File: src/rtl/exec_pkg.sv
// Shared opcode encodings, execute FSM states and counter sizing for execute_unit.
package exec_pkg;

  localparam logic [2:0] OP_ADD = 3'b000;
  localparam logic [2:0] OP_SUB = 3'b001;
  localparam logic [2:0] OP_AND = 3'b010;
  localparam logic [2:0] OP_OR  = 3'b011;
  localparam logic [2:0] OP_XOR = 3'b100;
  localparam logic [2:0] OP_SHL = 3'b101;
  localparam logic [2:0] OP_SHR = 3'b110;
  localparam logic [2:0] OP_MUL = 3'b111;

  typedef enum logic {
    ST_IDLE = 1'b0,
    ST_MUL  = 1'b1
  } state_t;

  // Iteration counter must be able to hold the value WIDTH.
  function automatic int cnt_width(input int width);
    return $clog2(width + 1);
  endfunction

endpackage

File: src/rtl/execute_unit_multiplier.sv
// Unsigned shift-add multiplier, one partial product per cycle; busy for WIDTH cycles after start.
// done is combinational on the final iteration and product_lo then carries the finished low WIDTH bits.
module shift_add_multiplier
  import exec_pkg::*;
#(
  parameter int WIDTH = 16
) (
  input  logic             clock,
  input  logic             reset,
  input  logic             start,
  input  logic [WIDTH-1:0] mcand,
  input  logic [WIDTH-1:0] mplier,
  output logic             busy,
  output logic             done,
  output logic [WIDTH-1:0] product_lo
);

  localparam int CW = cnt_width(WIDTH);

  logic [WIDTH-1:0] a;
  logic [WIDTH-1:0] b;
  logic [WIDTH-1:0] acc;
  logic [WIDTH-1:0] acc_next;
  logic [CW-1:0]    count;

  assign acc_next   = acc + (b[0] ? a : '0);
  assign done       = busy && (count == CW'(WIDTH - 1));
  assign product_lo = acc_next;

  always_ff @(posedge clock) begin
    if (reset) begin
      busy  <= 1'b0;
      a     <= '0;
      b     <= '0;
      acc   <= '0;
      count <= '0;
    end else if (start) begin
      busy  <= 1'b1;
      a     <= mcand;
      b     <= mplier;
      acc   <= '0;
      count <= '0;
    end else if (busy) begin
      acc   <= acc_next;
      a     <= a << 1;
      b     <= b >> 1;
      count <= count + CW'(1);
      if (done) busy <= 1'b0;
    end
  end

endmodule

File: src/rtl/execute_unit.sv
// Execute stage driving the register-file write port; ALU results one cycle after accept.
// EXECUTE_MUL_EN adds a WIDTH-cycle multiplier that drops in_ready; otherwise opcode 111 pulses illegal_op.
module execute_unit
  import exec_pkg::*;
#(
  parameter int WIDTH      = 16,
  parameter int REG_ADDR_W = 3
) (
  input  logic                  clock,
  input  logic                  reset,
  input  logic                  in_valid,
  output logic                  in_ready,
  input  logic [2:0]            opcode,
  input  logic [REG_ADDR_W-1:0] dest,
  input  logic [WIDTH-1:0]      op_a,
  input  logic [WIDTH-1:0]      op_b,
  output logic                  RegWrite,
  output logic [REG_ADDR_W-1:0] WriteReg,
  output logic [WIDTH-1:0]      WriteData,
  output logic                  illegal_op
);

  logic             accept;
  logic [WIDTH-1:0] alu_res;

  assign accept = in_valid && in_ready;

  always_comb begin
    alu_res = '0;
    case (opcode)
      OP_ADD:  alu_res = op_a + op_b;
      OP_SUB:  alu_res = op_a - op_b;
      OP_AND:  alu_res = op_a & op_b;
      OP_OR:   alu_res = op_a | op_b;
      OP_XOR:  alu_res = op_a ^ op_b;
      OP_SHL:  alu_res = op_a << op_b[3:0];
      OP_SHR:  alu_res = op_a >> op_b[3:0];
      default: alu_res = '0;
    endcase
  end

`ifdef EXECUTE_MUL_EN
  state_t                state;
  logic [REG_ADDR_W-1:0] mul_dest;
  logic                  mul_start;
  logic                  mul_busy;
  logic                  mul_done;
  logic [WIDTH-1:0]      mul_prod;

  assign mul_start = accept && (opcode == OP_MUL);
  assign in_ready  = (state == ST_IDLE) && !mul_busy;

  shift_add_multiplier #(.WIDTH(WIDTH)) u_mul (
    .clock      (clock),
    .reset      (reset),
    .start      (mul_start),
    .mcand      (op_a),
    .mplier     (op_b),
    .busy       (mul_busy),
    .done       (mul_done),
    .product_lo (mul_prod)
  );

  always_ff @(posedge clock) begin
    if (reset) begin
      state      <= ST_IDLE;
      mul_dest   <= '0;
      RegWrite   <= 1'b0;
      WriteReg   <= '0;
      WriteData  <= '0;
      illegal_op <= 1'b0;
    end else begin
      RegWrite   <= 1'b0;
      illegal_op <= 1'b0;
      case (state)
        ST_IDLE: begin
          if (mul_start) begin
            state    <= ST_MUL;
            mul_dest <= dest;
          end else if (accept) begin
            RegWrite  <= 1'b1;
            WriteReg  <= dest;
            WriteData <= alu_res;
          end
        end
        ST_MUL: begin
          if (mul_done) begin
            state     <= ST_IDLE;
            RegWrite  <= 1'b1;
            WriteReg  <= mul_dest;
            WriteData <= mul_prod;
          end
        end
        default: state <= ST_IDLE;
      endcase
    end
  end
`else
  assign in_ready = 1'b1;

  always_ff @(posedge clock) begin
    if (reset) begin
      RegWrite   <= 1'b0;
      WriteReg   <= '0;
      WriteData  <= '0;
      illegal_op <= 1'b0;
    end else begin
      RegWrite   <= 1'b0;
      illegal_op <= 1'b0;
      if (accept) begin
        // Unsupported opcode is consumed but leaves the write port untouched.
        if (opcode == OP_MUL) begin
          illegal_op <= 1'b1;
        end else begin
          RegWrite  <= 1'b1;
          WriteReg  <= dest;
          WriteData <= alu_res;
        end
      end
    end
  end
`endif

endmodule

File: config.mk
export PLATFORM = sky130hd
export DESIGN_NAME = execute_unit
export DESIGN_NICKNAME = d
export VERILOG_FILES = /design/src/rtl/exec_pkg.sv /design/src/rtl/execute_unit_multiplier.sv /design/src/rtl/execute_unit.sv
export SDC_FILE = /design/constraint.sdc
export NUM_CORES = 1
export LEC_CHECK = 0
export ABC_AREA = 1
export ABC_CLOCK_PERIOD_IN_PS = 6100
export BUFFER_PORTS_ARGS = -buffer_cell sky130_fd_sc_hd__buf_4
export CELL_PAD_IN_SITES_DETAIL_PLACEMENT = 1
export CELL_PAD_IN_SITES_GLOBAL_PLACEMENT = 1
export CORE_UTILIZATION = 40
export DETAILED_ROUTE_END_ITERATION = 7
export GPL_TIMING_DRIVEN = 0
export PLACE_DENSITY = 0.9
export SLEW_MARGIN = 15
export SYNTH_ARGS = -nofsm -noshare
export SYNTH_HDL_FRONTEND = slang
export SYNTH_HIERARCHICAL = 1
export SYNTH_SLANG_ARGS = --single-unit
File: constraint.sdc
create_clock -name clock -period 6.1 [get_ports clock]
set_input_delay 1.525 -clock clock [delete_from_list [all_inputs] [get_ports clock]]
set_output_delay 1.525 -clock clock [all_outputs]
set_load 0.01 [all_outputs]
==> impl_metrics.py, run 1 <==
metrics = {
    "status": {
        "status": "finished, final reports clean",
    },
    "clocking": {
        "cts_tree": "done",
        "clk_latency_ps": 260,
        "cts_htree_levels": 1,
        "cts_root_buf": "clkbuf_8",
        "hold_buffers": 0,
        "cts_buffer_depth": 2,
        "numCtsBuffers": 3,
        "numClockSinks": 21,
        "cts_setup_buffers": 0,
        "cts_resized": 0,
        "cts.clk_slew.worst_paths_ps": 100,
    },
    "run": {
        "drv_cap": 0,
    },
    "sta": {
        "finalHoldViolCount": 0,
        "finalCriticalPeriod_ps": 4750,
        "hold_slack_ps": 503,
        "rsz0062_at_grt": "false",
        "tns_ps": 0,
        "worst_pin_slew_ps": 705,
        "fmax_mhz": 211,
        "final-setup-viol-count": 0,
        "slew-limit-headroom_pct": 53.0,
        "fin_skew_ps": 0,
        "fin_crit_sh_pct": 77.8,
        "maxSlewViolCount": 0,
    },
    "worst_setup_path": {
        "worstPathMaxFanout": 11,
        "rr_worst_depth": 2,
        "crit_chain": "buf_4, inv_1, clkbuf_1, ha_1, nand3_1, nor3_1, nand3_1, nand2_1, o21ai_0, xor2_1, ha_1, nand2_1, nor3_1, a21oi_1, nand3_1, nand3_1, a21oi_1",
        "worstSetupPathType": "input pin to flop",
        "cp_top_family": "simple AND/OR/NAND/NOR gates",
        "cpMostUsedCell": "nand3_1",
        "worstSetupEndpointType": "flop",
        "r2r-start": "WriteData[14]",
        "slowest_delay_ps": 580,
        "start_kind": "input pin",
        "required_ps": 6320,
        "critPathLaunch": "op_b[1]",
        "cp.depth": 17,
        "crit_buf_inv": 3,
        "cp_slowest_cell": "clkbuf_1",
        "worst_ep_arrival_time_ps": 4970,
    },
    "yosys": {
        "ys_async_sr_fraction_pct": 0,
        "synth_edf_count": 0,
        "muxShareOfSynthArea_pct": 0.477,
        "synthFlopType": "dfxtp_1",
        "synthCells": 756,
        "synthAdderAreaFrac_pct": 15.1,
        "synth.avg_cell_area_um2": 5.55,
        "synth_cell_types": 39,
        "ys_ff_latch": 21,
        "synth_area_mm2": 0.00419,
        "synth_compound_area_share_pct": 17.2,
        "synth_xor_area_share_pct": 3.13,
        "synth_top_family_by_area": "simple AND/OR/NAND/NOR gates",
        "yosys_warnings": 6,
        "syn_nets": 847,
        "yosys.area_share.simple_pct": 42.5,
        "seq_area_frac_synth_pct": 10.0,
    },
    "drt": {
        "via_per_inst": 5.72,
        "post-route-drc-count": 0,
        "antenna_left": 0,
        "drt_first_iter_violations": 410,
        "num_vias": 5478,
        "post_drt_wl_per_cell_um": 19.2,
        "wl_um": 18400,
        "dr.pass1.iters": 5,
    },
    "die": {
        "die_x_um": 104,
        "start_util_pct": 41.0,
        "coreArea_mm2": 0.0102,
        "dieArea_mm2": 0.0109,
        "fp-row-count": 37,
        "io_pins": 63,
        "die_h_um": 104,
    },
    "place": {
        "globalplace.congestion": 0.949,
        "placed_area_mm2": 0.00482,
        "numPortBuffers": 61,
        "place_hpwl_um": 15400,
    },
    "pwr": {
        "power_leakage_nw": 2.62,
        "vdd_drop_max_uv": 87.8,
        "power.density_mw_per_mm2": 135,
    },
    "global_routing": {
        "grt_start_max_net_pins": 13,
        "globalRoute.totalOverflow": 0,
        "grt_use_total_pct": 33.8,
        "antenna_found_initial": 0,
        "grt_pass1_wl_um": 28700,
        "grt_pass1_vias": 5471,
    },
    "finish": {
        "fin_area_mm2": 0.00487,
        "post-route-util_pct": 47.6,
        "drive_above_1_share_pct": 12.1,
        "mostFrequentLayoutCells": "nand2_1, inv_1, nor2_1",
        "fillers": 1499,
        "final_common_cell": "nand2_1",
        "area_growth_pct": 16.1,
        "diodes": 0,
        "nNetsFinal": 913,
    },
    "min_path": {
        "worstHoldStart": "WriteReg[1]",
        "holdPathStages": 2,
        "hold_class": "flop to flop",
    },
}
[path summary, 6_finish.rpt]
| kind | endpoint | slack [ps] |
|---|---|---|
| max | WriteData[15] | 1350 |
| min | WriteReg[1] | 500 |
| max reg2reg | WriteData[14] | 5390 |
| min reg2reg | WriteReg[1] | 500 |
[synthesized netlist by cell type (3+ instances only)]
cell	instances	share of area [%]
or2_2	5	0.75
a21oi_1	54	6.4
clkbuf_1	7	0.63
o21ai_0	56	6.7
buf_6	3	0.81
buf_4	3	0.54
o211ai_1	4	0.72
buf_2	8	0.95
dfxtp_1	21	10
nor2_1	79	7.1
nand3_1	74	8.8
nand4_1	8	1.2
buf_1	7	0.63
ha_1	49	15
inv_1	80	7.2
xor2_1	13	2.7
inv_2	7	0.63
o21a_1	11	2.0
nand3b_1	3	0.54
nor3_1	6	0.72
nand2_1	232	21
[sequential cells by signal, summed over array words and instances (netlist names)]
signal,count
WriteData,16
illegal_op,1
RegWrite,1
WriteReg,3
[per-stage QoR]
stage,power (W),setup slack [ps],instances
after floorplan,0.000399,2170,756
after global placement,0.000531,1220,953
after detailed placement,0.000548,1090,953
after CTS,0.000648,1400,957
after global routing,0.000704,1030,957
final,0.000657,1350,957
[logic make-up after synthesis]
group / after synthesis
other cells: 1
simple gates: 417
flops: 21
mux: 2
compound gates: 133
xor+xnor: 15
fa+ha+maj: 50
buf+inv: 117
[metal layers]
metal | track usage [%] | vias up | share of wire [%]
li1 | - | 2584 | -
met1 | 43.7 | 2610 | 44
met2 | 57.0 | 238 | 46
met3 | 3.88 | 46 | 6.7
met4 | 13.4 | 0 | 3.8
met5 | 0 | - | 0
[where the power goes]
group / internal [W] / leakage [nW] / switching [W] / total, W
clock network: 0.0000458 / 0.0255 / 0.0000561 / 0.000102
logic: 0.000137 / 2.42 / 0.000263 / 0.000400
registers: 0.000149 / 0.174 / 0.00000611 / 0.000155
[area by class of cell]
type	instances	area, um^2	area share (%)
flip-flops and latches	21	420	8.64
clock buffers	3	41.3	0.848
repair buffers	61	458	9.41
plain buffers	28	149	3.06
well taps	136	170	3.50
inverters	89	334	6.86
clock inverters	1	5.00	0.103
multi-input cells	618	3290	67.6
[worst reg2reg max path: stages (launching register included)]
cell and delay, ps:
dfxtp_1 380, o21ai_0 110, a21oi_1 160
Power figures use the tool's default switching activity.
==> run 2, diff against run 1 <==
--- a/config.mk
+++ b/config.mk
@@ -6,14 +6,14 @@
 export NUM_CORES = 1
 export LEC_CHECK = 0
 export ABC_AREA = 1
-export ABC_CLOCK_PERIOD_IN_PS = 6100
+export ABC_CLOCK_PERIOD_IN_PS = 4200
 export BUFFER_PORTS_ARGS = -buffer_cell sky130_fd_sc_hd__buf_4
 export CELL_PAD_IN_SITES_DETAIL_PLACEMENT = 1
 export CELL_PAD_IN_SITES_GLOBAL_PLACEMENT = 1
-export CORE_UTILIZATION = 40
+export CORE_UTILIZATION = 36
 export DETAILED_ROUTE_END_ITERATION = 7
 export GPL_TIMING_DRIVEN = 0
-export PLACE_DENSITY = 0.9
+export PLACE_DENSITY = 0.86
 export SLEW_MARGIN = 15
 export SYNTH_ARGS = -nofsm -noshare
 export SYNTH_HDL_FRONTEND = slang
==> constraint.sdc (replaced) <==
create_clock -name clock -period 4.2 [get_ports clock]
set_input_delay 1.05 -clock clock [delete_from_list [all_inputs] [get_ports clock]]
set_output_delay 1.05 -clock clock [all_outputs]
set_load 0.01 [all_outputs]
==> run 2 against run 1 <==
Against the previous run: global-route usage decreased by 3.9 points; clock-buffer cell count did not move; hold slack worse by 7.6 ps; worst setup slack got worse by 930 ps; clock skew unchanged; largest power group unchanged.
==> impl_metrics.py, run 2 (synthesis gave the netlist of run 1 again) <==
metrics = {
    "status": {
        "status": "finished, final reports clean",
    },
    "place": {
        "placed_area_mm2": 0.00483,
        "place_hpwl_um": 14500,
        "place_ws_ps": -280,
        "globalplace.congestion": 0.981,
        "dp_cells": 960,
        "numPortBuffers": 61,
    },
    "sta": {
        "slew-limit-headroom_pct": 57.3,
        "maxSlewViolCount": 0,
        "final-setup-viol-count": 0,
        "fin_skew_ps": 0,
        "worst_slack_ps": 423,
        "worst_pin_slew_ps": 640,
        "fin_crit_sh_pct": 89.9,
        "fmax_mhz": 265,
        "finalHoldViolCount": 0,
        "finalCriticalPeriod_ps": 3780,
        "rsz0062_at_grt": "false",
    },
    "worst_setup_path": {
        "worstSetupEndpointType": "flop",
        "rrSetupSlack_ps": 3530,
        "reg2reg_to": "WriteData[5]",
        "worstSetupPathType": "input pin to flop",
        "rr_worst_depth": 2,
        "worst_ep_arrival_time_ps": 3930,
        "start_kind": "input pin",
        "r2r-start": "WriteData[5]",
        "worstPathMaxFanout": 12,
        "required_ps": 4360,
    },
    "global_routing": {
        "antenna_found_initial": 0,
        "grt_use_total_pct": 29.9,
        "grt_pass1_vias": 5029,
        "grt_pass1_wl_um": 27000,
        "grt_start_max_net_pins": 16,
        "globalRoute.totalOverflow": 0,
    },
    "finish": {
        "final_common_cell": "nand2_1",
        "nNetsFinal": 912,
        "reg.largest.list": "WriteData: 16 flops, WriteReg: 3 flops",
        "drive_above_1_share_pct": 12.3,
        "fin_area_mm2": 0.00492,
        "largest_register": "WriteData",
        "final_cells": 963,
        "diodes": 0,
        "largest_reg_flops": 16,
        "area_growth_pct": 17.2,
        "mostFrequentLayoutCells": "nand2_1, inv_1, nor2_1",
    },
    "clocking": {
        "cts.clk_slew.worst_paths_ps": 60,
        "cts_root_buf": "clkbuf_16",
        "clk_latency_ps": 260,
        "numCtsBuffers": 3,
        "cts_tree": "done",
        "cts_buffer_depth": 2,
        "cts_htree_levels": 1,
        "numClockSinks": 21,
    },
    "pwr": {
        "comb_power_share_pct": 56.5,
        "p_switching_w": 0.000464,
        "swShare_pct": 46.0,
        "internal_power_w": 0.000544,
        "sequentialPowerShare_pct": 22.3,
        "power_leakage_nw": 2.63,
        "pwr-share-clk_pct": 21.2,
        "power.density_mw_per_mm2": 205,
        "vdd_drop_max_uv": 157,
    },
    "drt": {
        "post-route-drc-count": 0,
        "post_drt_wl_per_cell_um": 18.1,
        "via_per_inst": 5.44,
        "drt_first_iter_violations": 332,
        "dr.pass1.iters": 5,
        "num_vias": 5242,
        "antenna_left": 0,
        "wl_um": 17400,
    },
    "die": {
        "fp-row-count": 39,
        "io_pins": 63,
        "die_h_um": 110,
        "dieArea_mm2": 0.0121,
        "die_x_um": 110,
        "coreArea_mm2": 0.0114,
        "start_util_pct": 36.9,
    },
    "min_path": {
        "hold_class": "flop to flop",
        "min_to": "WriteReg[1]",
        "holdPathStages": 2,
        "worstHoldStart": "WriteReg[1]",
    },
    "run": {
        "drv_cap": 0,
    },
}
[run 2: power groups by stage]
stage | registers (W) | clock network, W | logic [W]
after global placement | 0.000228 | 0 | 0.000544
after global routing | 0.000227 | 0.000225 | 0.000636
after CTS | 0.000225 | 0.000217 | 0.000561
after detailed placement | 0.000229 | 0 | 0.000558
final | 0.000224 | 0.000213 | 0.000570
after floorplan | 0.000236 | 0 | 0.000344
[run 2: per-layer routing]
layer	part of all wire (%)	wire, um	vias to the layer above	global-route usage, %
li1	-	-	2577	-
met2	45	7820	170	49.3
met1	46	8060	2457	40.2
met5	0	0	-	0
met4	3.7	642	0	11.6
met3	5.0	877	38	2.07
[run 2: how the worst max path moves through the flow]
stage / from / end / depth (start not counted)
after detailed placement: op_b[1] / WriteData[15] / 19
after global placement: op_b[1] / WriteData[15] / 18
final: op_b[0] / WriteData[15] / 19
after global routing: op_b[0] / WriteData[15] / 18
after CTS: op_b[1] / WriteData[15] / 18
after floorplan: op_b[1] / WriteData[15] / 18
[run 2: stage by stage]
step	power [W]	hold slack (ps)	setup TNS, ps	util (%)
detailed placement	0.000787	490	-1050	42.5
floorplan	0.000580	511	0	-
CTS	0.00100	503	0	43.2
global placement	0.000773	467	-754	42.5
finish	0.00101	496	0	43.2
global route	0.00109	542	0	43.2
[run 2: layout make-up]
type                       count  area, um^2
clock inverter                 1        5.00
tap                          143         179
buffer                        27         145
multi-input combinational    618        3300
fill                        1666        6450
timing repair buffer          61         458
clock buffer                   3        75.1
sequential                    21         420
inverter                      89         338
[run 2: repair_timing]
item                                    4_1_cts  5_1_grt
setup buffers                                 0        0
resized for setup                             0        2
hold buffers                                  0        0
endpoints found under the setup margin        1        2
pin swaps                                     0        0
[run 2: worst max-delay path, stage by stage]
cell and delay, ps:
buf_4 130, buf_2 190, inv_2 240, ha_1 230
nand3_1 160, nor3_2 190, nand3_1 130, nand2_1 110
xor2_1 170, inv_1 60, ha_1 370, a21oi_1 260
nand2_1 120, nand2_1 90, nand2_1 50, a21oi_1 130
nand3_1 90, nand3_1 100, a21oi_1 70
==> run 3, diff against run 2 <==
--- a/config.mk
+++ b/config.mk
@@ -13,7 +13,8 @@
 export CORE_UTILIZATION = 36
 export DETAILED_ROUTE_END_ITERATION = 7
 export GPL_TIMING_DRIVEN = 0
-export PLACE_DENSITY = 0.86
+export MAX_ROUTING_LAYER = met4
+export PLACE_DENSITY_LB_ADDON = 0.1
 export SLEW_MARGIN = 15
 export SYNTH_ARGS = -nofsm -noshare
 export SYNTH_HDL_FRONTEND = slang
==> run 3 against run 2 <==
Against the previous run: worst setup slack got worse by 140 ps; sequential share of layout area about the same; final area hardly changed; sequential power barely moved; flip-flop and latch count unchanged; first-iteration DRC count is 3.0% lower; wire length grew 8.0%; utilization about the same; register-to-register slack got worse by 20 ps; non-clock buffer count stayed put; die area stayed put; largest cell class unchanged; highest routed layer unchanged.
==> impl_metrics.py, run 3 (synthesis gave the netlist of run 1 again) <==
metrics = {
    "global_routing": {
        "antenna_found_initial": 1,
        "globalRoute.totalOverflow": 0,
        "grt_use_total_pct": 32.9,
        "grt_pass1_wl_um": 28700,
        "grt_pass1_vias": 5329,
        "grt_start_max_net_pins": 16,
    },
    "pwr": {
        "p_switching_w": 0.000464,
        "power_leakage_nw": 2.63,
        "internal_power_w": 0.000543,
        "vdd_drop_max_uv": 248,
        "power.density_mw_per_mm2": 205,
        "pwr-share-clk_pct": 19.7,
        "sequentialPowerShare_pct": 22.4,
        "swShare_pct": 46.1,
        "comb_power_share_pct": 57.9,
    },
    "die": {
        "fp-row-count": 39,
        "io_pins": 63,
        "start_util_pct": 36.9,
        "die_h_um": 110,
        "dieArea_mm2": 0.0121,
        "die_x_um": 110,
        "coreArea_mm2": 0.0114,
    },
    "clocking": {
        "numCtsBuffers": 3,
        "numClockSinks": 21,
        "cts_root_buf": "clkbuf_16",
        "cts_buffer_depth": 2,
        "cts_htree_levels": 1,
        "clk_latency_ps": 250,
        "cts_tree": "done",
        "cts_setup_buffers": 0,
        "cts.clk_slew.worst_paths_ps": 60,
        "hold_buffers": 0,
    },
    "finish": {
        "area_growth_pct": 17.3,
        "final_common_cell": "nand2_1",
        "post-route-util_pct": 43.3,
        "drive_above_1_share_pct": 12.3,
        "final_cells": 964,
        "nNetsFinal": 912,
        "fin_area_mm2": 0.00492,
        "largest_register": "WriteData",
        "mostFrequentLayoutCells": "nand2_1, inv_1, nor2_1",
        "reg.largest.list": "WriteData: 16 flops, WriteReg: 3 flops",
        "largest_reg_flops": 16,
    },
    "sta": {
        "slew-limit-headroom_pct": 58.1,
        "worst_pin_slew_ps": 628,
        "maxSlewViolCount": 0,
        "finalCriticalPeriod_ps": 3910,
        "hold_slack_ps": 496,
        "finalHoldViolCount": 0,
        "final-setup-viol-count": 0,
        "fin_crit_sh_pct": 93.2,
        "fin_skew_ps": 0,
        "rsz0062_at_grt": "false",
        "fmax_mhz": 255,
    },
    "drt": {
        "antenna_left": 0,
        "post_drt_wl_per_cell_um": 19.5,
        "wl_um": 18800,
        "via_per_inst": 5.54,
        "num_vias": 5336,
        "dr.pass1.iters": 5,
        "drt_first_iter_violations": 322,
        "post-route-drc-count": 0,
    },
    "worst_setup_path": {
        "rr_worst_depth": 2,
        "worstSetupPathType": "input pin to flop",
        "r2r-start": "WriteData[11]",
        "rrSetupSlack_ps": 3510,
        "worstPathMaxFanout": 8,
        "required_ps": 4380,
        "start_kind": "input pin",
        "reg2reg_to": "WriteData[11]",
        "worst_ep_arrival_time_ps": 4100,
        "worstSetupEndpointType": "flop",
    },
    "place": {
        "place_hpwl_um": 15900,
        "numPortBuffers": 61,
        "globalplace.congestion": 0.943,
        "dp_cells": 960,
        "placed_area_mm2": 0.00483,
    },
    "min_path": {
        "min_to": "WriteReg[2]",
        "worstHoldStart": "WriteReg[2]",
        "hold_class": "flop to flop",
        "holdPathStages": 2,
    },
    "status": {
        "status": "finished, final reports clean",
    },
    "run": {
        "drv_cap": 0,
    },
}
## run 3: changes by cell type in the layout (fill, tap and decap cells not counted), sizes merged
cell   delta
diode     +1
## run 3: worst max-delay path by stage
stage | start | endpoint | slack, ps | cells after the start
after detailed placement | op_b[1] | WriteData[15] | -390 | 19
after global routing | op_b[0] | WriteData[15] | 20 | 19
after CTS | op_b[1] | WriteData[15] | 140 | 18
after global placement | op_b[1] | WriteData[15] | -420 | 19
after floorplan | op_b[1] | WriteData[15] | 740 | 18
final | op_b[0] | WriteData[14] | 290 | 17
## run 3: layer usage
layer / part of all wire (%) / wire (um) / global-route usage (%) / vias up
li1: - / - / - / 2582
met1: 45 / 8520 / 41.8 / 2563
met2: 47 / 8840 / 54.6 / 153
met3: 4.3 / 805 / 2.73 / 38
met4: 3.4 / 635 / 10.8 / 0
met5: 0 / 0 / - / -
## run 3: final cells by class
type	count	area [um^2]
antenna	1	2.50
buffer	27	145
clock buffer	3	75.1
clock inverter	1	5.00
fill	1666	6450
inverter	89	338
multi-input combinational	618	3300
sequential	21	420
tap	143	179
timing repair buffer	61	458
## run 3: timing repair
action,CTS,global route
setup endpoints to repair,5,5
resized for setup,0,2
cloned,0,0
## run 3: worst max-delay path, stage by stage
cell and delay [ps]:
buf_4 120, buf_2 180, nor2_1 350, nand2_1 230, nor2_1 220, nand2_1 90, o21ai_0 210, xor2_1 230
inv_1 60, ha_1 370, a21oi_1 190, o21ai_0 110, a21oi_1 170, nand2_1 70, nand2_1 60, nand3_1 190
a21oi_1 200
## run 3: metrics by stage
stage	setup TNS, ps	worst slack, ps	power [W]
finish	0	285	0.00101
CTS	0	145	0.00100
floorplan	0	744	0.000580
detailed placement	-1780	-394	0.000801
global route	0	16.1	0.00109
global placement	-1800	-422	0.000784
## run 3: power groups by stage
stage | clock network, W | logic [W] | registers (W)
after detailed placement | 0 | 0.000572 | 0.000229
after CTS | 0.000203 | 0.000575 | 0.000225
final | 0.000199 | 0.000584 | 0.000225
after global routing | 0.000212 | 0.000648 | 0.000228
after floorplan | 0 | 0.000344 | 0.000236
after global placement | 0 | 0.000555 | 0.000228
